$ cat config.mk
export PLATFORM = sky130hd
export DESIGN_NAME = system_pio_output
export DESIGN_NICKNAME = d
export VERILOG_FILES = /design/src/rtl/system_pio_pkg.sv /design/src/rtl/system_pio_pulse_timer.sv /design/src/rtl/system_pio_output.sv
export SDC_FILE = /design/constraint.sdc
export NUM_CORES = 1
export LEC_CHECK = 0
export BUFFER_PORTS_ARGS = -buffer_cell sky130_fd_sc_hd__buf_2
export CAP_MARGIN = 15
export CORE_MARGIN = 8
export CORE_UTILIZATION = 40
export CTS_BUF_LIST = sky130_fd_sc_hd__clkbuf_4 sky130_fd_sc_hd__clkbuf_8 sky130_fd_sc_hd__clkbuf_16
export CTS_CLUSTER_DIAMETER = 30
export CTS_CLUSTER_SIZE = 10
export DETAILED_ROUTE_END_ITERATION = 10
export PLACE_DENSITY = 0.71
export SLEW_MARGIN = 5
export SYNTH_ARGS = -nofsm -noshare
export SYNTH_HDL_FRONTEND = slang
export SYNTH_HIERARCHICAL = 1
export SYNTH_SLANG_ARGS = --single-unit
$ cat constraint.sdc
create_clock -name clk -period 2.65 [get_ports clk]
set_clock_uncertainty 0.05 [all_clocks]
set_input_delay 0.53 -clock clk [delete_from_list [all_inputs] [get_ports clk]]
set_output_delay 0.53 -clock clk [all_outputs]
set_load 0.05 [all_outputs]
$ cat src/rtl/system_pio_pkg.sv
// Shared definitions for the system PIO blocks: register addresses and STATUS bit positions.
package system_pio_pkg;

    localparam logic [2:0] PIO_DATA      = 3'd0;
    localparam logic [2:0] PIO_PULSE_LEN = 3'd1;
    localparam logic [2:0] PIO_PULSE     = 3'd2;
    localparam logic [2:0] PIO_STATUS    = 3'd3;
    localparam logic [2:0] PIO_OUTSET    = 3'd4;
    localparam logic [2:0] PIO_OUTCLEAR  = 3'd5;

    localparam int unsigned STATUS_BUSY_BIT = 0;
    localparam int unsigned STATUS_DONE_BIT = 1;

endpackage

$ cat src/rtl/system_pio_pulse_timer.sv
// Shared one-shot pulse timer: a load (re)starts the down-counter and ORs new bits into the mask.
module system_pio_pulse_timer #(
    parameter int unsigned DATA_WIDTH = 8,
    parameter int unsigned CNT_WIDTH  = 16
) (
    input  logic                  clk,
    input  logic                  reset_n,
    input  logic                  load,
    input  logic [CNT_WIDTH-1:0]  len,
    input  logic [DATA_WIDTH-1:0] mask_in,
    output logic [DATA_WIDTH-1:0] pulse_mask,
    output logic                  busy,
    output logic                  done_set
);

    logic [CNT_WIDTH-1:0]  count_q, count_d;
    logic [DATA_WIDTH-1:0] mask_q, mask_d;

    assign busy     = (count_q != '0);
    // A load in the final cycle takes priority over the expiry.
    assign done_set = !load && (count_q == CNT_WIDTH'(1));

    always_comb begin
        count_d = count_q;
        mask_d  = mask_q;
        if (load) begin
            count_d = len;
            mask_d  = mask_q | mask_in;
        end else if (busy) begin
            count_d = count_q - CNT_WIDTH'(1);
            if (done_set) begin
                mask_d = '0;
            end
        end
    end

    always_ff @(posedge clk or negedge reset_n) begin
        if (!reset_n) begin
            count_q <= '0;
            mask_q  <= '0;
        end else begin
            count_q <= count_d;
            mask_q  <= mask_d;
        end
    end

    assign pulse_mask = mask_q;

endmodule

$ cat src/rtl/system_pio_output.sv
// Avalon-MM general-purpose output port with set/clear access and a shared timed pulse facility.
module system_pio_output
    import system_pio_pkg::*;
#(
    parameter int unsigned           DATA_WIDTH  = 8,
    parameter int unsigned           CNT_WIDTH   = 16,
    parameter logic [DATA_WIDTH-1:0] RESET_VALUE = '0
) (
    input  logic                  clk,
    input  logic                  reset_n,
    input  logic [2:0]            address,
    input  logic                  chipselect,
    input  logic                  write_n,
    input  logic [31:0]           writedata,
    output logic [31:0]           readdata,
    output logic [DATA_WIDTH-1:0] out_port,
    output logic                  irq
);

    logic [DATA_WIDTH-1:0] data_q, data_d;
    logic [CNT_WIDTH-1:0]  len_q, len_d;
    logic                  done_q, done_d;
    logic [31:0]           rd_q, rd_d;

    logic                  wr;
    logic [DATA_WIDTH-1:0] wd;
    logic                  pulse_load;
    logic [DATA_WIDTH-1:0] pulse_mask;
    logic                  busy;
    logic                  done_set;
    logic                  unused_wd;

    assign wr        = chipselect && !write_n;
    assign wd        = writedata[DATA_WIDTH-1:0];
    assign unused_wd = ^writedata;

    // Zero-length or empty-mask pulse requests are dropped entirely.
    assign pulse_load = wr && (address == PIO_PULSE) && (len_q != '0) && (wd != '0);

    system_pio_pulse_timer #(
        .DATA_WIDTH (DATA_WIDTH),
        .CNT_WIDTH  (CNT_WIDTH)
    ) u_pulse_timer (
        .clk        (clk),
        .reset_n    (reset_n),
        .load       (pulse_load),
        .len        (len_q),
        .mask_in    (wd),
        .pulse_mask (pulse_mask),
        .busy       (busy),
        .done_set   (done_set)
    );

    always_comb begin
        data_d = data_q;
        len_d  = len_q;
        done_d = done_q;
        if (wr) begin
            case (address)
                PIO_DATA:      data_d = wd;
                PIO_PULSE_LEN: len_d  = writedata[CNT_WIDTH-1:0];
                PIO_STATUS:    done_d = 1'b0;
                PIO_OUTSET:    data_d = data_q | wd;
                PIO_OUTCLEAR:  data_d = data_q & ~wd;
                default:       ;
            endcase
        end
        // Expiry beats a coincident STATUS clear.
        if (done_set) begin
            done_d = 1'b1;
        end
    end

    always_comb begin
        rd_d = '0;
        case (address)
            PIO_DATA:      rd_d[DATA_WIDTH-1:0] = data_q;
            PIO_PULSE_LEN: rd_d[CNT_WIDTH-1:0]  = len_q;
            PIO_PULSE:     rd_d[DATA_WIDTH-1:0] = pulse_mask;
            PIO_STATUS: begin
                rd_d[STATUS_DONE_BIT] = done_q;
                rd_d[STATUS_BUSY_BIT] = busy;
            end
            default:       ;
        endcase
    end

    always_ff @(posedge clk or negedge reset_n) begin
        if (!reset_n) begin
            data_q <= RESET_VALUE;
            len_q  <= '0;
            done_q <= 1'b0;
            rd_q   <= '0;
        end else begin
            data_q <= data_d;
            len_q  <= len_d;
            done_q <= done_d;
            rd_q   <= rd_d;
        end
    end

    assign readdata = rd_q;
    assign out_port = data_q | pulse_mask;
    assign irq      = done_q;

endmodule

==> results of run 1 <==
## cells by family (layout without fill, tap and decap cells)
family                   Yosys count  after routing  share of synthesized area, %
adder cells (fa/ha/maj)            2              2                        0.7653
AO/OA/AOI/OAI                     47             47                         9.568
flip-flops                        65             65                         49.75
AND/OR/NAND/NOR                  113            113                         20.36
other                              1             16                        0.1147
XOR/XNOR                          11             11                         2.947
buffers and inverters             35             81                         6.621
multiplexers                      24             24                         9.873
## flip-flops by register name, indices dropped and copies added (netlist names)
name                      count
u_pulse_timer/pulse_mask      8
readdata                     16
data_q                        8
u_pulse_timer/count_q        16
len_q                        16
irq                           1
## critical path, cell delays in order (launching register included)
cell,delay (ps)
dfrtp_1,410
or4_4,580
or4_1,510
nor2_4,180
inv_1,70
mux4_2,450
and2_1,170
## per-layer routing
layer	vias to the layer above	share of wire, %	GRT usage, %
li1	1140	-	-
met1	1184	46	18.27
met2	72	47	22.25
met3	12	4.7	2.964
met4	0	2.1	7.638
met5	-	0	0
## placed cells by master, fill, tap and decap left out, drive strengths merged, types with 9 or more instances in the layout
| cell | n |
|---|---|
| nor2 | 14 |
| xnor2 | 9 |
| and2 | 11 |
| clkbuf | 12 |
| buf | 61 |
| nand2 | 30 |
| mux2 | 16 |
| a21oi | 15 |
| nor4 | 13 |
| or2 | 15 |
| o21ai | 12 |
| dfrtp | 65 |
| conb | 16 |
## metrics by stage
stage	utilization (%)	worst slack, ps	instance area, um^2	hold slack (ps)	cells
2_1_floorplan	-	103.9	3326	184.4	313
4_1_cts	46.98	124.4	3782	150.5	464
3_5_place_dp	44.86	63.97	3612	448.4	449
5_1_grt	46.98	16.86	3782	169.5	464
3_3_place_gp	44.86	108.3	3612	444.6	449
6_report	46.98	114.7	3782	138.7	464
## worst paths after layout
check | start | endpoint | slack [ps] | cells past startpoint
min in group clk | writedata[8] | len_q[8] | 370 | 2
min reg2reg | u_pulse_timer/pulse_mask[2] | u_pulse_timer/pulse_mask[2] | 460 | 2
max reg2reg | u_pulse_timer/count_q[11] | readdata[0] | 110 | 6
min | reset_n | len_q[10] | 140 | 2
max | u_pulse_timer/count_q[11] | readdata[0] | 110 | 6
max in group asynchronous | reset_n | u_pulse_timer/pulse_mask[4] | 2120 | 2
## synth_stat cells, types with 2 or more instances
cell type,number,area [um^2]
buf_4,16,120.1
or4_1,4,30.03
dfrtp_1,65,1627
a21oi_1,15,75.07
or3_1,3,18.77
nor3_1,4,20.02
clkbuf_1,9,33.78
mux2i_1,6,60.06
and2_1,11,68.82
o21ai_1,2,10.01
xor2_1,2,17.52
o21ai_0,10,50.05
a221o_1,8,80.08
nor4_1,12,75.07
o31ai_1,3,22.52
and3_1,8,50.05
nor2_1,13,48.80
mux2_2,6,67.56
xnor2_1,9,78.83
mux4_2,2,45.04
buf_2,2,10.01
buf_6,3,33.78
nand2_1,30,112.6
inv_1,5,18.77
nor2b_1,2,12.51
ha_1,2,25.02
mux2_4,10,150.1
or2_2,15,93.84
## cell type report
type | count | area (um^2) | share of cell area (%)
clock buffer | 12 | 152.6 | 4.036
clock inverter | 3 | 17.52 | 0.4631
inverter | 5 | 18.77 | 0.4962
multi-input combinational | 213 | 1483 | 39.20
sequential | 65 | 1627 | 43.00
tap | 105 | 131.4 | 3.473
timing repair buffer | 61 | 352.8 | 9.328
## power breakdown
group          switching (mW)  internal [mW]
clock network           0.371          0.378
logic                   0.519          0.401
registers               0.245           1.24
total                    1.13           2.02
==> summary.md, run 1 <==
| Metric | Value |
|---|---|
| Die W | `about 110 um` |
| Die area | `approximately 11000 um^2` |
| Flops & latches, synth | `65` |
| Fill count | `774` |
| P_leak | `1.747 nW` |
| Power, Total | `around 3.1 mW` |
| Post-CTS Resized | `0` |
| Worst relative slew slack | `approximately 52%` |
| Seq/Total Area, Yosys | `49.75%` |
| Slew Limit Fails | `0` |
| Critical path class | `flip-flop to flip-flop` |
| Final Wtd Congestion | `between 0.8 and 0.9` |
| Syn Area/Cell | `between 10 and 15 um^2` |
| Root Driver | `clkbuf_8` |
| Reg clk slew, reported paths | `~70 ps` |
| Total routed wirelength | `around 7800 um` |
| Rows | `33` |
| Htree depth | `3` |
| CTS tree | `yes` |
| VDD IR max | `around 360 uV` |
| Total congestion overflow | `0` |
| GRT Total Usage | `roughly 14%` |
| Hold_buf cts | `0` |
| Setup crit end kind | `flip-flop` |
| Syn Inst Count | `298` |
| PwrDens | `between 800 and 900 nW/um^2` |
| CP required | `2830 ps` |
| Drt initial violations | `around 180` |
| Vias | `between 2000 and 2500` |
| Dominant synthesized flop cell | `dfrtp_1` |
| Setup tns final | `0 ps` |
| Post-Syn Area | `around 3300 um^2` |
| Period utilization | `roughly 96%` |
| Layout area overhead | `15.69%` |
| IO Count | `80` |
| Yosys warnings | `6` |
| Remaining DRCs | `0` |
| Share of cells above drive strength 1 | `32.31%` |
| Arr. time, crit path | `about 2700 ps` |
| EDFF count, synth | `0` |
| First-pass GRT wire length | `roughly 13000 um` |
| Max Cap Viol | `0` |
| Largest net degree at the start of global routing | `66` |
| RSZ-0062 raised after global routing | `false` |
| CTS Buffer Depth | `2` |
| Vias in the first global route | `about 2500` |
| Core box area | `roughly 8000 um^2` |
| Number of antenna diodes | `0` |
| Vias per inst | `5.190` |
| Post-route ant nets | `0` |
| Final hold violation count | `0` |
| Slew @ Worst Pin | `between 700 and 800 ps` |
| Critical path fanouts, max | `4` |
| Setup Viol. Count Final | `0` |
| # port buffers | `47` |
| Setup Buffers After CTS | `0` |
| WL per Instance | `roughly 17 um` |
| Status | `finished clean` |
| Final #Nets | `about 400` |
| Clock sinks | `between 60 and 70` |
| Initial DRT Pass Iterations | `4` |
| Hold crit path type | `primary input to async pin` |
| Initial antenna violation count | `0` |
| Synth async-reset ratio | `100.0%` |
| Worst-Skew Late Latency | `roughly 340 ps` |
| F_max | `between 0.3 and 0.4 GHz` |
| Die H | `106.4 um` |
| Netlist cell types | `between 40 and 50` |
| Initial Util | `40.61%` |
| Num CTS Buffers | `9` |
| Final min period | `~2500 ps` |
| Hpwl dp | `around 5400 um` |
| Worst setup SP type | `flip-flop` |
(Power assumes the default switching activity.)
==> run 2: changes to the inputs <==
Settings changed: CORE_MARGIN 8 to 2, CORE_UTILIZATION 40 to 48, PLACE_DENSITY 0.71 to 0.82.
==> run 2 against run 1 <==
Net effect: first-iteration DRC count rose by 14%; routed wire length fell by 4.6%; critical path depth did not move; register-to-register slack barely moved; sequential share of layout area rose by 0.27 points; highest routed layer unchanged; flip-flop and latch count did not move; hold slack improved by 33 ps; clock power fell by 2%; global-route usage rose by 7.4 points; core utilization rose by 9.3 points; critical path type unchanged; die area fell by 34%.
==> summary.md, run 2 (same netlist as run 1, synthesis figures left out) <==
| Metric | Value |
|---|---|
| Worst setup SP type | `flip-flop` |
| Power, Total | `3.137 mW (-0.40%)` |
| Status | `finished clean` |
| Core box area | `6681 um^2 (-17%)` |
| RSZ-0062 raised after global routing | `false` |
| Fin worst setup slack | `113.9 ps (-0.8370 ps)` |
| Vias | `2492 (+3.5%)` |
| Die area | `7487 um^2 (-34%)` |
| First-pass GRT wire length | `12330 um (-3.8%)` |
| Utilization after layout | `56.25% (+9.3 points)` |
| CP top delay family | `simple AND/OR/NAND/NOR gates` |
| Initial DRT Pass Iterations | `4 (unchanged)` |
| Total routed wirelength | `7431 um (-4.6%)` |
| Root Driver | `clkbuf_8` |
| Commonest cells after routing, fill and taps aside | `dfrtp_1 (65), buf_2 (47), nand2_1 (30)` |
| Post-Place Cell Area | `3588 um^2 (-0.66%)` |
| GRT Total Usage | `21.65% (+7.4 points)` |
| Largest stage delay, worst path | `580 ps (about the same)` |
| Worst-Skew Late Latency | `340 ps (about the same)` |
| Cells along the critical path | `or4_4 > or4_1 > nor2_4 > inv_1 > mux4_2 > and2_1` |
| Hpwl dp | `5227 um (-3.6%)` |
| Vias per inst | `5.664 (+9.1%)` |
| Initial Util | `48.93% (+8.3 points)` |
| Die H | `86.53 um (-19%)` |
| Setup tns final | `0 ps (unchanged)` |
| Worst relative slew slack | `54.50% (+2.7 points)` |
| F_max | `0.3943 GHz (about the same)` |
| Arr. time, crit path | `2720 ps (about the same)` |
| Final #Nets | `397 (+0.25%)` |
| IO Count | `80 (unchanged)` |
| Critical path fanouts, max | `4 (unchanged)` |
| Reg clk slew, reported paths | `60 ps (about the same)` |
| Total congestion overflow | `0 (unchanged)` |
| DP Worst Slack | `123.8 ps (+59.86 ps)` |
| Final hold violation count | `0 (unchanged)` |
| VDD IR max | `412.8 uV (+16%)` |
| Remaining DRCs | `0 (unchanged)` |
| Final Wtd Congestion | `0.8906 (+8.2%)` |
| Setup Buffers After CTS | `0 (unchanged)` |
| WL per Instance | `16.89 um (+0.56%)` |
| Setup crit end kind | `flip-flop` |
| Fill count | `571 (-26%)` |
| CTS Buffer Depth | `2 (unchanged)` |
| Clock sinks | `65 (unchanged)` |
| Slew @ Worst Pin | `682.5 ps (-36.12 ps)` |
| Layout area overhead | `14.96%` |
| Period utilization | `95.70% (about the same)` |
| Num CTS Buffers | `9 (unchanged)` |
| P_leak | `1.752 nW (+0.31%)` |
| Hold_buf cts | `0 (unchanged)` |
| CP required | `2830 ps (about the same)` |
| Slowest CP cell | `or4_4` |
| Slew Limit Fails | `0 (unchanged)` |
| Crit path buffers/inverters | `1 (unchanged)` |
| PwrDens | `834.7 nW/um^2 (+0.23%)` |
| Vias in the first global route | `2450 (-3.3%)` |
| Post-CTS Resized | `0 (unchanged)` |
| Max Cap Viol | `0 (unchanged)` |
| # port buffers | `47 (unchanged)` |
| Number of antenna diodes | `0 (unchanged)` |
| Setup Viol. Count Final | `0 (unchanged)` |
| Final min period | `2536 ps (+0.8370 ps)` |
| Htree depth | `3 (unchanged)` |
| Largest net degree at the start of global routing | `38 (-42%)` |
| Post-route ant nets | `0 (unchanged)` |
| CTS tree | `yes` |
| Post-route cell area | `3759 um^2 (-0.63%)` |
| Hold crit path type | `primary input to async pin` |
| Initial antenna violation count | `0 (unchanged)` |
| Commonest non-fill, non-tap cell in the layout | `dfrtp_1` |
| Die W | `86.53 um (-19%)` |
| Rows | `30 (-9.1%)` |
| Share of cells above drive strength 1 | `32.50% (+0.19 points)` |
| Critical path class | `flip-flop to flip-flop` |
| Drt initial violations | `203 (+14%)` |
[run 2: worst paths after layout]
kind	slack, ps	to	start	depth (start not counted)
setup / recovery	110	readdata[0]	u_pulse_timer/count_q[11]	6
hold / removal	170	readdata[5]	reset_n	1
setup reg to reg	110	readdata[0]	u_pulse_timer/count_q[11]	6
hold reg to reg	460	irq	irq	1
max in group asynchronous	1750	u_pulse_timer/count_q[2]	reset_n	2
min in group clk	360	len_q[14]	writedata[14]	2
[run 2: area by class of cell]
cell class	count	area [um^2]	share of cell area (%)
Sequential cell	65	1627	43.28
Multi-Input combinational cell	213	1483	39.45
Timing Repair Buffer	62	360.3	9.587
Clock buffer	12	152.6	4.061
Tap cell	80	100.1	2.663
Inverter	5	18.77	0.4993
Clock inverter	3	17.52	0.4660
[run 2: per-stage QoR]
stage / instances / hold WS, ps
global placement: 425 / 442.6
global route: 440 / 227.9
finish: 440 / 171.7
floorplan: 313 / 184.4
detailed placement: 425 / 451.4
CTS: 440 / 194.7
[run 2: routing by layer]
metal,part of all wire [%],global-route usage [%],vias to the layer above
li1,-,-,1140
met1,43,29.11,1238
met5,0,0,-
met4,2.3,10.51,0
met3,6.0,4.190,17
met2,48,33.85,97
[run 2: worst reg2reg max path, cell delays in order, from the launching register on]
cell and delay (ps):
dfrtp_1 400, or4_4 580, or4_1 510, nor2_4 170, inv_1 80, mux4_2 470
and2_1 170
[run 2: where the power goes]
group / internal (mW) / switching [mW]
Clock: 0.377 / 0.358
Sequential: 1.24 / 0.253
Combinational: 0.396 / 0.517
Total: 2.01 / 1.13
==> run 3: changes to the inputs <==
Settings changed: BUFFER_PORTS_ARGS -buffer_cell sky130_fd_sc_hd__buf_2 to -buffer_cell sky130_fd_sc_hd__buf_4.
==> run 3 against run 2 <==
Net effect: sequential power about the same; critical path depth stayed put; core utilization rose by 2.3 points; first-iteration DRC count down 14%; cell area up 4.1%; power up 10%; flip-flop and latch count is the same; clock power is 41% higher; sequential share of layout area decreased by 1.7 points; non-clock buffer count shrank 4; maximum frequency about the same; register-to-register slack about the same; critical endpoint unchanged; highest routed layer unchanged.
==> summary.md, run 3 (same netlist as run 1, synthesis figures left out) <==
| Metric | Value |
|---|---|
| Vias in the first global route | `2376 (-3.0%)` |
| Htree depth | `3 (unchanged)` |
| Die area | `7487 um^2 (unchanged)` |
| Rows | `30 (unchanged)` |
| Reg clk slew, reported paths | `70 ps (about the same)` |
| First-pass GRT wire length | `11990 um (-2.8%)` |
| # port buffers | `47 (unchanged)` |
| IO Count | `80 (unchanged)` |
| Initial DRT Pass Iterations | `5 (+1)` |
| Arr. time, crit path | `2720 ps (about the same)` |
| PwrDens | `883.9 nW/um^2 (+5.9%)` |
| GRT Total Usage | `20.75% (-0.91 points)` |
| Hold_buf cts | `0 (unchanged)` |
| Number of antenna diodes | `0 (unchanged)` |
| Pint | `2.315 mW (+15%)` |
| Logic pwr share | `26.9% (-2.2 points)` |
| Die H | `86.53 um (unchanged)` |
| Final Wtd Congestion | `0.8580 (-3.7%)` |
| WL per Instance | `16.51 um (-2.3%)` |
| Commonest cells after routing, fill and taps aside | `dfrtp_1 (65), buf_4 (58), nand2_1 (30)` |
| Final min period | `2535 ps (-1.209 ps)` |
| Share of cells above drive strength 1 | `31.93% (-0.57 points)` |
| Clock sinks | `65 (unchanged)` |
| Sw frac | `33.04% (-2.9 points)` |
| Hold slack | `216.4 ps (+44.70 ps)` |
| Worst setup SP type | `flip-flop` |
| Remaining DRCs | `0 (unchanged)` |
| Max Cap Viol | `0 (unchanged)` |
| Commonest non-fill, non-tap cell in the layout | `dfrtp_1` |
| Setup Buffers After CTS | `0 (unchanged)` |
| Final #Nets | `393 (-1.0%)` |
| Power, Total | `3.457 mW (+10%)` |
| Final hold violation count | `0 (unchanged)` |
| F_max | `0.3945 GHz (about the same)` |
| Num CTS Buffers | `9 (unchanged)` |
| RSZ-0062 raised after global routing | `false` |
| Total congestion overflow | `0 (unchanged)` |
| Critical path class | `flip-flop to flip-flop` |
| Slew @ Worst Pin | `801.2 ps (+118.7 ps)` |
| CTS tree | `yes` |
| Final instance count without filler cells | `437 (-0.68%)` |
| Critical path fanouts, max | `4 (unchanged)` |
| Post-CTS Resized | `0 (unchanged)` |
| CP required | `2830 ps (about the same)` |
| Layout area overhead | `19.63%` |
| Setup crit end kind | `flip-flop` |
| Placed Instances | `421 (-0.94%)` |
| Initial Util | `48.93% (unchanged)` |
| Vias per inst | `5.654 (-0.16%)` |
| Drt initial violations | `174 (-14%)` |
| Worst-Skew Late Latency | `350 ps (about the same)` |
| Core box area | `6681 um^2 (unchanged)` |
| Post-route ant nets | `0 (unchanged)` |
| Slew Limit Fails | `0 (unchanged)` |
| Period utilization | `95.66% (about the same)` |
| Root Driver | `clkbuf_8` |
| CTS Buffer Depth | `2 (unchanged)` |
| VDD IR max | `486.2 uV (+18%)` |
| Hold crit path type | `primary input to async pin` |
| Vias | `2471 (-0.84%)` |
| Sequential share of power | `43.1% (-4.4 points)` |
| Clk pwr share | `30.0% (+6.6 points)` |
| Hpwl dp | `5021 um (-4.0%)` |
| P_leak | `1.796 nW (+2.5%)` |
| Total routed wirelength | `7213 um (-2.9%)` |
| Largest net degree at the start of global routing | `66 (+74%)` |
| Switching power | `1.142 mW (+1.4%)` |
| Initial antenna violation count | `0 (unchanged)` |
| Setup tns final | `0 ps (unchanged)` |
| Setup Viol. Count Final | `0 (unchanged)` |
| Status | `finished clean` |
| Worst relative slew slack | `46.59% (-7.9 points)` |
| Die W | `86.53 um (unchanged)` |
[run 3: per-stage QoR]
step | setup slack, ps | util (%) | instance area [um^2]
final | 115.1 | 58.54 | 3911
after global routing | 29.77 | 58.54 | 3911
after CTS | 129.3 | 58.54 | 3911
after detailed placement | 155.0 | 54.83 | 3664
after global placement | 181.8 | 54.83 | 3664
after floorplan | 103.9 | - | 3326
[run 3: cell type report]
class                      instances  area [um^2]
timing repair buffer              58        435.4
clock inverter                     5        102.6
fill                             555         2770
inverter                           5        18.77
tap                               80        100.1
multi-input combinational        213         1483
clock buffer                      11        145.1
sequential                        65         1627
[run 3: final timing paths]
kind / start / endpoint / slack (ps) / cells after the start
setup reg to reg: u_pulse_timer/count_q[11] / readdata[0] / 120 / 6
max in group asynchronous: reset_n / u_pulse_timer/count_q[9] / 1810 / 1
hold / removal: reset_n / u_pulse_timer/pulse_mask[6] / 220 / 1
hold reg to reg: u_pulse_timer/pulse_mask[3] / u_pulse_timer/pulse_mask[3] / 480 / 2
setup / recovery: u_pulse_timer/count_q[11] / readdata[0] / 120 / 6
min in group clk: writedata[13] / len_q[13] / 360 / 2
[run 3: worst max-delay path: stages, from the launching register on]
cell     delay, ps
dfrtp_1        410
or4_4          580
or4_1          500
nor2_4         170
inv_1           90
mux4_2         460
and2_1         160
[run 3: layer usage]
| layer | global-route usage (%) | share of wire [%] | vias up |
|---|---|---|---|
| li1 | - | - | 1132 |
| met1 | 28.71 | 45 | 1233 |
| met2 | 31.61 | 47 | 95 |
| met3 | 4.952 | 6.4 | 11 |
| met4 | 8.381 | 1.6 | 0 |
| met5 | 0 | 0 | - |
[run 3: power groups by stage]
stage	Sequential, mW	Clock (mW)	Combinational [mW]
finish	1.49	1.04	0.929
global route	1.52	1.09	1.01
CTS	1.48	1.05	0.927
detailed placement	1.50	0	0.925
global placement	1.48	0	0.894
floorplan	1.49	0	0.651
